==> src/rtl/mem_port_arbiter_pkg.sv <==
// arb_pkg: shared constants and FSM state type for mem_port_arbiter.
// NREQ requesters, SEL_W-bit mux select, CNT_W-bit timeout counter.
package arb_pkg;
   localparam int NREQ = 4;
   localparam int SEL_W = 2;
   localparam int CNT_W = 8;
   typedef enum logic {IDLE = 1'b0, BUSY = 1'b1} state_t;
endpackage

==> src/rtl/mem_port_arbiter_if.sv <==
// mem_port_arbiter_if: handshake bundle between the arbiter, its requesters and the memory.
// req/mem_ready flow into the arbiter; grant/sel/busy/mem_valid/done/err flow out.
// master = arbiter side, slave = requester/memory side.
interface mem_port_arbiter_if import arb_pkg::*; ();
   logic [NREQ-1:0] req;
   logic [NREQ-1:0] grant;
   logic [NREQ-1:0] done;
   logic [SEL_W-1:0] sel;
   logic busy;
   logic mem_valid;
   logic mem_ready;
   logic err;
   modport master (input req, mem_ready, output grant, sel, busy, mem_valid, done, err);
   modport slave (output req, mem_ready, input grant, sel, busy, mem_valid, done, err);
endinterface

==> src/rtl/mem_port_arbiter_rr_pick.sv <==
// rr_pick: combinational round-robin winner search starting at ptr.
// Ports: req (request vector), ptr (search start), win (winning index), any (some request set).
module rr_pick import arb_pkg::*; (
   input  logic [NREQ-1:0]  req,
   input  logic [SEL_W-1:0] ptr,
   output logic [SEL_W-1:0] win,
   output logic             any
);
   logic [NREQ-1:0] rot;
   logic [SEL_W-1:0] off;
   // rot[j] = req[(ptr+j) mod 4], so the first set bit of rot is the search offset
   assign rot = NREQ'({req, req} >> ptr);
   assign off = rot[0] ? 2'd0 : rot[1] ? 2'd1 : rot[2] ? 2'd2 : 2'd3;
   assign win = ptr + off;
   assign any = |req;
endmodule

==> src/rtl/mem_port_arbiter.sv <==
// mem_port_arbiter: round-robin arbiter/sequencer for the single shared memory port.
// Ports: clk, rst (sync active-high), bus (mem_port_arbiter_if.master:
//   req in, mem_ready in, grant/sel/busy/mem_valid/done/err out).
// Optional feature macro ARB_TIMEOUT_EN: aborts a BUSY interval after TIMEOUT cycles with err.
module mem_port_arbiter import arb_pkg::*; #(
   parameter int N = 32,
   parameter int TIMEOUT = 16
) (
   input logic clk,
   input logic rst,
   mem_port_arbiter_if.master bus
);
   state_t state, state_n;
   logic [SEL_W-1:0] ptr, sel_q, win;
   logic [NREQ-1:0] grant_q;
   logic any, abort, finish;
   if (N < 1 || TIMEOUT < 2 || TIMEOUT > 255) begin : g_bad_cfg
      $error("mem_port_arbiter: illegal N or TIMEOUT");
   end
   rr_pick u_pick (.req(bus.req), .ptr(ptr), .win(win), .any(any));
`ifdef ARB_TIMEOUT_EN
   logic [CNT_W-1:0] cnt;
   // held at zero in IDLE so it starts from zero on every BUSY entry
   always_ff @(posedge clk)
      if (rst || state == IDLE) cnt <= '0;
      else if (!bus.mem_ready) cnt <= cnt + 1'b1;
   assign abort = state == BUSY && !bus.mem_ready && cnt == CNT_W'(TIMEOUT - 1);
`else
   assign abort = 1'b0;
`endif
   assign finish = state == BUSY && (bus.mem_ready || abort);
   always_comb state_n = state == IDLE ? (any ? BUSY : IDLE) : (finish ? IDLE : BUSY);
   // sel_q is only loaded on a new grant so the data muxes stay quiet while idle
   always_ff @(posedge clk)
      if (rst) begin
         state <= IDLE;
         grant_q <= '0;
         sel_q <= '0;
         ptr <= '0;
      end else begin
         state <= state_n;
         if (state == IDLE && any) begin
            grant_q <= NREQ'(1) << win;
            sel_q <= win;
         end
         if (finish) begin
            grant_q <= '0;
            ptr <= sel_q + 1'b1;
         end
      end
   assign bus.grant = grant_q;
   assign bus.sel = sel_q;
   assign bus.busy = state == BUSY;
   assign bus.mem_valid = state == BUSY;
   assign bus.done = finish ? grant_q : '0;
   assign bus.err = abort;
endmodule

==> src/flat_wrapper.sv <==
// flat-port wrapper written by rule: the top's interface ports become plain ports
module mem_port_arbiter_flat import arb_pkg::*;
#(
   parameter int N = 32,
   parameter int TIMEOUT = 16
)
  (clk, rst, bus_req, bus_mem_ready, bus_grant, bus_sel, bus_busy, bus_mem_valid, bus_done, bus_err);
  mem_port_arbiter_if bus_i ();
  input logic clk;
  input logic rst;
  input wire logic [$bits(bus_i.req)-1:0] bus_req;
  input wire logic [$bits(bus_i.mem_ready)-1:0] bus_mem_ready;
  output wire logic [$bits(bus_i.grant)-1:0] bus_grant;
  output wire logic [$bits(bus_i.sel)-1:0] bus_sel;
  output wire logic [$bits(bus_i.busy)-1:0] bus_busy;
  output wire logic [$bits(bus_i.mem_valid)-1:0] bus_mem_valid;
  output wire logic [$bits(bus_i.done)-1:0] bus_done;
  output wire logic [$bits(bus_i.err)-1:0] bus_err;
  assign bus_i.req = bus_req;
  assign bus_i.mem_ready = bus_mem_ready;
  assign bus_grant = bus_i.grant;
  assign bus_sel = bus_i.sel;
  assign bus_busy = bus_i.busy;
  assign bus_mem_valid = bus_i.mem_valid;
  assign bus_done = bus_i.done;
  assign bus_err = bus_i.err;
  mem_port_arbiter #(.N(N), .TIMEOUT(TIMEOUT)) u_core (.clk(clk), .rst(rst), .bus(bus_i));
endmodule
==> config.mk <==
export PLATFORM = sky130hd
export DESIGN_NAME = mem_port_arbiter_flat
export DESIGN_NICKNAME = d
export VERILOG_FILES = /design/src/rtl/mem_port_arbiter_pkg.sv /design/src/rtl/mem_port_arbiter_if.sv /design/src/rtl/mem_port_arbiter_rr_pick.sv /design/src/rtl/mem_port_arbiter.sv /design/src/flat_wrapper.sv
export SDC_FILE = /design/constraint.sdc
export NUM_CORES = 1
export LEC_CHECK = 0
export CORE_AREA = 2 2 39 41
export CTS_CLUSTER_DIAMETER = 120
export CTS_CLUSTER_SIZE = 25
export DETAILED_ROUTE_END_ITERATION = 10
export DIE_AREA = 0 0 41 43
export PLACE_DENSITY = 0.83
export SLEW_MARGIN = 20
export SYNTH_ARGS = -nofsm -noshare
export SYNTH_HDL_FRONTEND = slang
export SYNTH_SLANG_ARGS = --single-unit
==> constraint.sdc <==
create_clock -name clk -period 3.36 [get_ports clk]
set_input_delay 0.504 -clock clk [delete_from_list [all_inputs] [get_ports clk]]
set_output_delay 0.504 -clock clk [all_outputs]
set_load 0.05 [all_outputs]
==> results of run 1 <==
-- report_power, final --
part / internal [mW] / switching [mW] / leakage (nW)
logic: 0.0457 / 0.0709 / 0.208
registers: 0.117 / 0.0130 / 0.0741
clock network: 0.0459 / 0.0396 / 0.0150
total: 0.208 / 0.123 / 0.297
-- Yosys cell counts, types with 2 or more instances --
master / count / area, µm²
inv_1: 3 / 11.26
and3_1: 6 / 37.54
and2_1: 2 / 12.51
a211oi_1: 2 / 15.01
nor4_1: 2 / 12.51
a32oi_1: 2 / 17.52
or3_2: 2 / 15.01
o21ai_0: 4 / 20.02
nand2_1: 3 / 11.26
buf_4: 4 / 30.03
nand2b_1: 2 / 12.51
a31o_2: 2 / 17.52
a21boi_0: 2 / 15.01
dfxtp_1: 9 / 180.2
nor2_1: 2 / 7.510
a21oi_1: 7 / 35.03
a311oi_1: 2 / 17.52
-- cells by family (layout without fill, tap and decap cells) --
kind of cell    Yosys count  after routing  synth area share, %
xor+xnor                  1              1                1.453
other cells               1              1               0.6218
fa+ha+maj                 1              1                2.074
simple gates             27             27                27.39
compound gates           25             25                31.12
flops                     9              9                29.88
buf+inv                   8             25                7.468
-- layer usage --
layer / vias to the layer above / global-route usage [%] / wire length [µm]
met1: 289 / 29.08 / 615
li1: 304 / - / -
met5: - / 0 / 0
met4: 0 / 6.000 / 8
met3: 2 / 4.188 / 120
met2: 22 / 25.94 / 666
-- how the worst min path moves through the flow --
stage	startpoint	end	slack [ps]
after global routing	u_core.bus.sel[0]$_SDFFE_PP0P_	u_core.bus.sel[0]$_SDFFE_PP0P_	540
after CTS	u_core.bus.sel[0]$_SDFFE_PP0P_	u_core.bus.sel[0]$_SDFFE_PP0P_	510
final	u_core.bus.sel[0]$_SDFFE_PP0P_	u_core.bus.sel[0]$_SDFFE_PP0P_	500
after global placement	u_core.bus.sel[0]$_SDFFE_PP0P_	u_core.bus.sel[0]$_SDFFE_PP0P_	490
after floorplan	u_core.ptr[1]$_SDFFE_PP0P_	u_core.ptr[1]$_SDFFE_PP0P_	550
after detailed placement	u_core.bus.sel[0]$_SDFFE_PP0P_	u_core.bus.sel[0]$_SDFFE_PP0P_	500
-- tightest hold or removal path: cells and delay by family (launching register included) --
kind | cells | cell delay (ps)
compound gates | 1 | 60
simple gates | 1 | 60
flops | 1 | 340
-- area by class of cell --
type	count	area share, %
Clock buffer	4	3.302
Inverter	3	1.415
Multi-Input combinational cell	55	47.48
Sequential cell	9	22.64
Tap cell	16	2.516
Timing Repair Buffer	18	22.64
-- stage by stage --
| step | hold WS [ps] | std cells | util (%) |
|---|---|---|---|
| global placement | 492.3 | 101 | 55.61 |
| CTS | 507.9 | 105 | 57.50 |
| global route | 543.2 | 105 | 57.50 |
| detailed placement | 499.8 | 101 | 55.61 |
| finish | 503.7 | 105 | 57.50 |
| floorplan | 550.0 | 72 | - |
-- state kept, by name, indices dropped and copies added (netlist names) --
name              cells
u_core.bus.sel        2
u_core.bus.grant      4
u_core.bus.busy       1
u_core.ptr            2
==> run_results.csv, run 1 <==
group,metric,value,unit
critical_path,startpoint,"bus_req[3]",
final_layout,layout_commonest_cell,"clkdlybuf4s50_1",
timing,max_freq,370.5,MHz
final_layout,mostFrequentLayoutCells,"clkdlybuf4s50_1, dfxtp_1, a21oi_1",
floorplanning,die_h,43,µm
final_layout,area_growth,31.95,%
synth,synth_nets,80,
clock_network,htree_levels,1,
synth,async_flop_share,0,%
routing,routed_via_density,5.876,
timing,final_hold_viol_count,0,
final_layout,drive_gt1_share,13.48,%
routing,avgRoutedWirePerCell,13.43,µm
routing,vias,617,
timing,tns,0,ps
placed_design,hpwlAfterDp,985,µm
synth,synth_cells,72,
critical_path,required,3510,ps
routing,ant_nets,0,
final_layout,register_area,180.2,µm²
routing,first_iter_violations,22,
clock_network,cts_hold_buf,0,
critical_path,crit_family,"simple AND/OR/NAND/NOR gates",
critical_path,crit_buf_inv,1,
clock_network,cts_buffers,3,
synth,synth_edf_count,0,
min_path,min_path_type,"register to register",
critical_path,reg2reg_depth,9,
critical_path,r2r_slack,1000,ps
synth,syn_area,603.1,µm²
critical_path,slowest_stage,"clkdlybuf4s50_1",
run,drv_cap,0,
synth,yosys.cell_types.count,33,
global_routing,grt_antenna_before_repair,0,
global_routing,grt_max_degree,17,
final_layout,final_cell_area,795.8,µm²
timing,rsz0062_at_grt,"no",
timing,period_needed,2699,ps
floorplanning,rows,14,
critical_path,cp-end-kind,"register",
clock_network,cts_resized,0,
critical_path,critPathMaxStageDelay,600,ps
clock_network,clk_latency,260,ps
final_layout,diodes,0,
final_layout,nFillCells,139,
timing,period_share,80.33,%
placed_design,io_buffers,18,
critical_path,reg2reg_to,"u_core.bus.grant[1]$_SDFFE_PP0P_",
clock_network,cts_post_setup_buffers_inserted,0,
synth,ys_warn_count,0,
critical_path,crit_fanout,9,
clock_network,cts_buffer_depth,2,
synth,syn_area_per_cell,8.376,µm²
floorplanning,io_pins,20,
final_layout,multi_input_area,377.9,µm²
global_routing,gr-total-overflow,0,
global_routing,grt_pass1_wl,2.352,mm
routing,drcViolationCount,0,
critical_path,crit_type,"input pin to register",
timing,finClkSkew,5.875,ps
timing,worstMarginPinSlew,641.9,ps
global_routing,grt_usage,19.07,%
routing,firstDrtPassIters,4,
min_path,min_path_cells,2,
pwr,ir_drop,0.0002631,V
critical_path,crit_end,"u_core.bus.grant[1]$_SDFFE_PP0P_",
clock_network,cts_tree,"done",
pwr,leakagePower,0.2974,nW
clock_network,cts-root-buf,"clkbuf_4",
critical_path,crit_chain,"clkdlybuf4s50_1, and3b_1, o21ai_0, nand2_1, ha_1, or3_2, a32oi_2, nand2_2, a31o_2",
critical_path,worstSetupStartpointType,"input pin",
timing,slew_headroom,56.81,%
placed_design,place_congestion,0.8384,
synth,ys_seq_area_share,29.88,%
critical_path,reg2reg_from,"u_core.ptr[1]$_SDFFE_PP0P_",
timing,setup_ws,660.8,ps
pwr,power.total,331.5,µW
clock_network,clkTransAtPathRegs,60,ps
synth,yosys_most_used_dff,"dfxtp_1",
placed_design,place_area,769.5,µm²
critical_path,path_depth,9,
floorplanning,dieArea,1763,µm²
timing,slew_violations,0,
critical_path,crit_arrival,2850,ps
global_routing,grt_pass1_vias,495,
clock_network,clkSinkCount,9,
floorplanning,die_w,41,µm
floorplanning,start_util,43.58,%
outcome,status,"finished clean",
final_layout,nets,98,
placed_design,dp_slack,392.7,ps
floorplanning,fp.coreArea,1384,µm²
routing,wl,1.410,mm
pwr,power_density,416.6,nW/µm²
synth,ys_seq_elements,9,
timing,setup_viol,0,
No activity file was read; power rests on OpenSTA's default activity.
==> run 2: changes to the inputs <==
--- a/config.mk
+++ b/config.mk
@@ -5,12 +5,12 @@
 export SDC_FILE = /design/constraint.sdc
 export NUM_CORES = 1
 export LEC_CHECK = 0
-export CORE_AREA = 2 2 39 41
+export CORE_AREA = 2 2 41 43
 export CTS_CLUSTER_DIAMETER = 120
 export CTS_CLUSTER_SIZE = 25
 export DETAILED_ROUTE_END_ITERATION = 10
-export DIE_AREA = 0 0 41 43
-export PLACE_DENSITY = 0.83
+export DIE_AREA = 0 0 43 45
+export PLACE_DENSITY = 0.76
 export SLEW_MARGIN = 20
 export SYNTH_ARGS = -nofsm -noshare
 export SYNTH_HDL_FRONTEND = slang
==> constraint.sdc (replaced) <==
create_clock -name clk -period 2.8 [get_ports clk]
set_input_delay 0.42 -clock clk [delete_from_list [all_inputs] [get_ports clk]]
set_output_delay 0.42 -clock clk [all_outputs]
set_load 0.05 [all_outputs]
==> run 2 against run 1 <==
Worst hold slack worse by 7.8 ps. Combinational power rose by 26%. Wire length grew 6.5%. Critical path depth is 1 higher. Register-to-register slack got worse by 480 ps. Final area grew 5.3%. Critical path type unchanged. Largest cell class unchanged.
==> run_results.csv, run 2 (synthesis gave the netlist of run 1 again) <==
group,metric,value,unit
outcome,status,"finished clean",
final_layout,largest_register_ffs,4,
timing,setup_viol,0,
placed_design,dp_slack,28.68,ps
clock_network,htree_levels,1,
floorplanning,die_w,43,µm
global_routing,gr-total-overflow,0,
pwr,power_density,484.0,nW/µm²
placed_design,place_congestion,0.8420,
final_layout,fin_util,56.97,%
clock_network,cts_resized,0,
pwr,internal_power,256.0,µW
timing,setup_ws,302.3,ps
placed_design,place_area,812.0,µm²
run,drv_cap,0,
timing,period_needed,2498,ps
min_path,whs_endpoint,"u_core.bus.sel[0]$_SDFFE_PP0P_",
timing,finClkSkew,5.910,ps
routing,ant_nets,0,
floorplanning,io_pins,20,
final_layout,nets,105,
timing,worstMarginPinSlew,498.5,ps
clock_network,clkSinkCount,9,
timing,slew_violations,0,
routing,wl,1.502,mm
routing,routed_via_density,5.830,
critical_path,crit_arrival,2660,ps
clock_network,cts_post_setup_buffers_inserted,0,
final_layout,final_cell_area,838.3,µm²
global_routing,grt_max_degree,17,
timing,rsz0062_at_grt,"no",
pwr,leakagePower,0.3405,nW
global_routing,grt_pass1_vias,604,
floorplanning,rows,14,
clock_network,cts-root-buf,"clkbuf_4",
pwr,sw_frac_of_total,36.89,%
critical_path,cp-end-kind,"register",
pwr,clkPwrFrac,25.2,%
pwr,seq_power_share,38.3,%
pwr,combPwrFrac,36.5,%
timing,tns,0,ps
placed_design,hpwlAfterDp,1.097,mm
clock_network,clkTransAtPathRegs,60,ps
critical_path,crit_fanout,6,
routing,first_iter_violations,11,
min_path,hp-start,"u_core.bus.sel[0]$_SDFFE_PP0P_",
final_layout,layout_commonest_cell,"clkdlybuf4s50_1",
pwr,p_switching,149.7,µW
placed_design,io_buffers,18,
floorplanning,dieArea,1935,µm²
global_routing,grt_antenna_before_repair,0,
clock_network,clk_latency,270,ps
critical_path,crit_type,"input pin to register",
critical_path,reg2reg_to,"u_core.bus.grant[0]$_SDFFE_PP0P_",
global_routing,grt_usage,17.52,%
pwr,ir_drop,0.0002489,V
final_layout,diodes,0,
clock_network,cts_buffers,3,
min_path,min_path_type,"register to register",
routing,drcViolationCount,0,
clock_network,cts_tree,"done",
routing,vias,653,
timing,max_freq,400.4,MHz
timing,final_hold_viol_count,0,
timing,hold_ws,495.9,ps
timing,slew_headroom,66.46,%
floorplanning,start_util,40.99,%
critical_path,worstSetupStartpointType,"input pin",
final_layout,mostFrequentLayoutCells,"clkdlybuf4s50_1, buf_4, dfxtp_1",
final_layout,area_growth,39.00,%
min_path,min_path_cells,2,
clock_network,cts_buffer_depth,2,
routing,firstDrtPassIters,4,
critical_path,reg2reg_from,"u_core.ptr[1]$_SDFFE_PP0P_",
global_routing,grt_pass1_wl,2.539,mm
floorplanning,die_h,45,µm
clock_network,cts_hold_buf,0,
timing,period_share,89.21,%
floorplanning,fp.coreArea,1471,µm²
routing,avgRoutedWirePerCell,13.41,µm
critical_path,r2r_slack,520,ps
final_layout,drive_gt1_share,23.96,%
critical_path,required,2970,ps
critical_path,reg2reg_depth,9,
-- run 2: cell types whose count changed in the layout (fill, tap and decap cells not counted), sizes merged --
cell / before / now
buf: 0 / 11
clkdlybuf4s50: 18 / 14
-- run 2: critical path, stage by stage --
cell	delay, ps
clkdlybuf4s50_1	530
nand2b_1	100
a211oi_1	240
a21oi_1	60
nand2_1	80
ha_1	220
or3b_1	380
a32oi_2	270
nand2_2	110
a31o_2	250
-- run 2: power by group through the flow --
stage	Sequential (mW)	Clock, mW	Combinational (mW)
after floorplan	0.184	0	0.0710
after global placement	0.158	0	0.146
after global routing	0.158	0.112	0.158
after CTS	0.155	0.104	0.148
after detailed placement	0.158	0	0.147
final	0.156	0.102	0.148
-- run 2: how the worst max path moves through the flow --
stage,from,end,slack [ps],cells past startpoint
6_report,bus_req[1],u_core.bus.grant[0]$_SDFFE_PP0P_,300,10
5_1_grt,bus_req[1],u_core.bus.sel[1]$_SDFFE_PP0P_,140,10
4_1_cts,bus_req[1],u_core.bus.sel[1]$_SDFFE_PP0P_,300,10
3_5_place_dp,bus_req[1],u_core.bus.grant[0]$_SDFFE_PP0P_,30,10
3_3_place_gp,bus_req[1],u_core.bus.grant[0]$_SDFFE_PP0P_,50,10
2_1_floorplan,u_core.ptr[0]$_SDFFE_PP0P_,u_core.bus.grant[0]$_SDFFE_PP0P_,640,9
-- run 2: final cells by class --
type,instances,area (µm²)
Clock buffer,4,26.28
Fill cell,152,633.1
Inverter,3,11.26
Multi-Input combinational cell,55,377.9
Sequential cell,9,180.2
Tap cell,16,20.02
Timing Repair Buffer,25,222.7
-- run 2: metal layers --
| layer | track usage [%] | part of all wire [%] | up-vias |
|---|---|---|---|
| met1 | 20.64 | 44 | 312 |
| met3 | 4.400 | 5.6 | 5 |
| met2 | 29.09 | 48 | 16 |
| met4 | 10.30 | 2.4 | 0 |
| li1 | - | - | 320 |
| met5 | 0 | 0 | - |
-- run 2: stage by stage --
| stage | total power [mW] | instances |
|---|---|---|
| floorplan | 0.2553 | 72 |
| global placement | 0.3033 | 108 |
| detailed placement | 0.3055 | 108 |
| CTS | 0.4081 | 112 |
| global route | 0.4276 | 112 |
| finish | 0.4057 | 112 |
==> run 3: changes to the inputs <==
--- a/config.mk
+++ b/config.mk
@@ -5,11 +5,11 @@
 export SDC_FILE = /design/constraint.sdc
 export NUM_CORES = 1
 export LEC_CHECK = 0
-export CORE_AREA = 2 2 41 43
+export CORE_AREA = 8 8 47 49
 export CTS_CLUSTER_DIAMETER = 120
 export CTS_CLUSTER_SIZE = 25
 export DETAILED_ROUTE_END_ITERATION = 10
-export DIE_AREA = 0 0 43 45
+export DIE_AREA = 0 0 55 57
 export PLACE_DENSITY = 0.76
 export SLEW_MARGIN = 20
 export SYNTH_ARGS = -nofsm -noshare
==> run 3 against run 2 <==
Critical path depth did not move. Via count is 2.3% lower. Sequential power about the same. Sequential share of layout area is essentially flat. First-iteration DRC count shrank 27%. Largest power group unchanged.
==> run_results.csv, run 3 (synthesis gave the netlist of run 1 again) <==
group,metric,value,unit
timing,finClkSkew,1.772,ps
final_layout,multi_input_area,377.9,µm²
final_layout,diodes,0,
clock_network,cts_tree,"done",
floorplanning,dieArea,3135,µm²
placed_design,place_congestion,0.7611,
final_layout,register_area,180.2,µm²
final_layout,nFillCells,162,
global_routing,gr-total-overflow,0,
clock_network,cts_buffers,3,
placed_design,hpwlAfterDp,1.202,mm
routing,ant_nets,0,
final_layout,nets,105,
pwr,ir_drop,0.0002845,V
routing,vias,638,
clock_network,htree_levels,1,
timing,tns,0,ps
floorplanning,die_w,55,µm
floorplanning,rows,15,
global_routing,grt_pass1_vias,651,
floorplanning,die_h,57,µm
outcome,status,"finished clean",
placed_design,io_buffers,18,
final_layout,area_growth,39.21,%
routing,wl,1.578,mm
timing,max_freq,392.4,MHz
clock_network,cts_post_setup_buffers_inserted,0,
run,drv_cap,0,
clock_network,clkSinkCount,9,
timing,slew_violations,0,
pwr,power_density,488.3,nW/µm²
final_layout,largest_register_ffs,4,
critical_path,cp-end-kind,"register",
global_routing,grt_max_degree,17,
timing,final_hold_viol_count,0,
clock_network,cts_buffer_depth,2,
floorplanning,io_pins,20,
final_layout,layout_commonest_cell,"clkdlybuf4s50_1",
timing,slew_headroom,47.42,%
timing,hold_ws,527.1,ps
global_routing,gr-usage-met2,18.48,%
pwr,power.total,410.0,µW
global_routing,grt_pass1_wl,2.663,mm
final_layout,drive_gt1_share,23.96,%
global_routing,grt_util_met3,3.377,%
min_path,min_path_type,"register to register",
timing,worstMarginPinSlew,781.5,ps
clock_network,clkTransAtPathRegs,60,ps
final_layout,mostFrequentLayoutCells,"clkdlybuf4s50_1, buf_4, dfxtp_1",
global_routing,grt_use_met1,11.73,%
critical_path,crit_type,"input pin to register",
critical_path,crit_arrival,2710,ps
critical_path,worstSetupStartpointType,"input pin",
clock_network,cts_resized,0,
clock_network,cts-root-buf,"clkbuf_4",
routing,routed_via_density,5.646,
placed_design,dp_slack,2.024,ps
clock_network,clk_latency,270,ps
timing,period_share,91.01,%
routing,firstDrtPassIters,4,
pwr,leakagePower,0.3399,nW
timing,period_needed,2548,ps
timing,setup_ws,251.8,ps
routing,first_iter_violations,8,
routing,avgRoutedWirePerCell,13.96,µm
routing,drcViolationCount,0,
global_routing,grt-busiest-layer,"met2",
timing,setup_viol,0,
global_routing,grt_antenna_before_repair,0,
critical_path,crit_fanout,8,
floorplanning,fp.coreArea,1577,µm²
global_routing,grt_usage,10.81,%
critical_path,required,2960,ps
clock_network,cts_hold_buf,0,
timing,rsz0062_at_grt,"no",
floorplanning,start_util,38.25,%
-- run 3: worst paths after layout --
kind	from	end	slack [ps]	depth (start not counted)
worst max-delay path	bus_req[1]	u_core.bus.grant[1]$_SDFFE_PP0P_	250	10
worst max register to register	u_core.ptr[1]$_SDFFE_PP0P_	u_core.bus.grant[1]$_SDFFE_PP0P_	440	9
worst min register to register	u_core.bus.sel[0]$_SDFFE_PP0P_	u_core.bus.sel[0]$_SDFFE_PP0P_	530	2
worst min-delay path	u_core.bus.sel[0]$_SDFFE_PP0P_	u_core.bus.sel[0]$_SDFFE_PP0P_	530	2
-- run 3: worst max-delay path: stages --
cell             delay [ps]
clkdlybuf4s50_1         510
nand2b_1                 90
a211oi_1                260
a21oi_1                  60
nand2_1                  90
ha_1                    260
or3b_1                  390
a32oi_2                 250
nand2_2                 110
a31o_2                  250
-- run 3: metrics by stage --
step	std cells	util, %	instance area (µm²)
after floorplan	72	-	603.1
after global placement	109	51.59	813.3
after detailed placement	109	51.59	813.3
after CTS	113	53.25	839.6
after global routing	113	53.25	839.6
final	113	53.25	839.6
-- run 3: per-layer routing --
| layer | up-vias | part of all wire (%) | routed length [µm] |
|---|---|---|---|
| li1 | 322 | - | - |
| met4 | 0 | 1.5 | 23 |
| met5 | - | 0 | 0 |
| met1 | 296 | 44 | 689 |
| met3 | 3 | 7.5 | 119 |
| met2 | 17 | 47 | 746 |
-- run 3: area by class of cell --
cell class / instances / share of cell area [%]
inverters: 3 / 1.341
clock buffers: 4 / 3.130
multi-input cells: 55 / 45.01
well taps: 17 / 2.534
flip-flops and latches: 9 / 21.46
repair buffers: 25 / 26.53
-- run 3: power by group --
group	switching (mW)	total (mW)	internal (mW)
clock network	0.0497	0.105	0.0552
registers	0.0160	0.156	0.140
logic	0.0874	0.149	0.0619
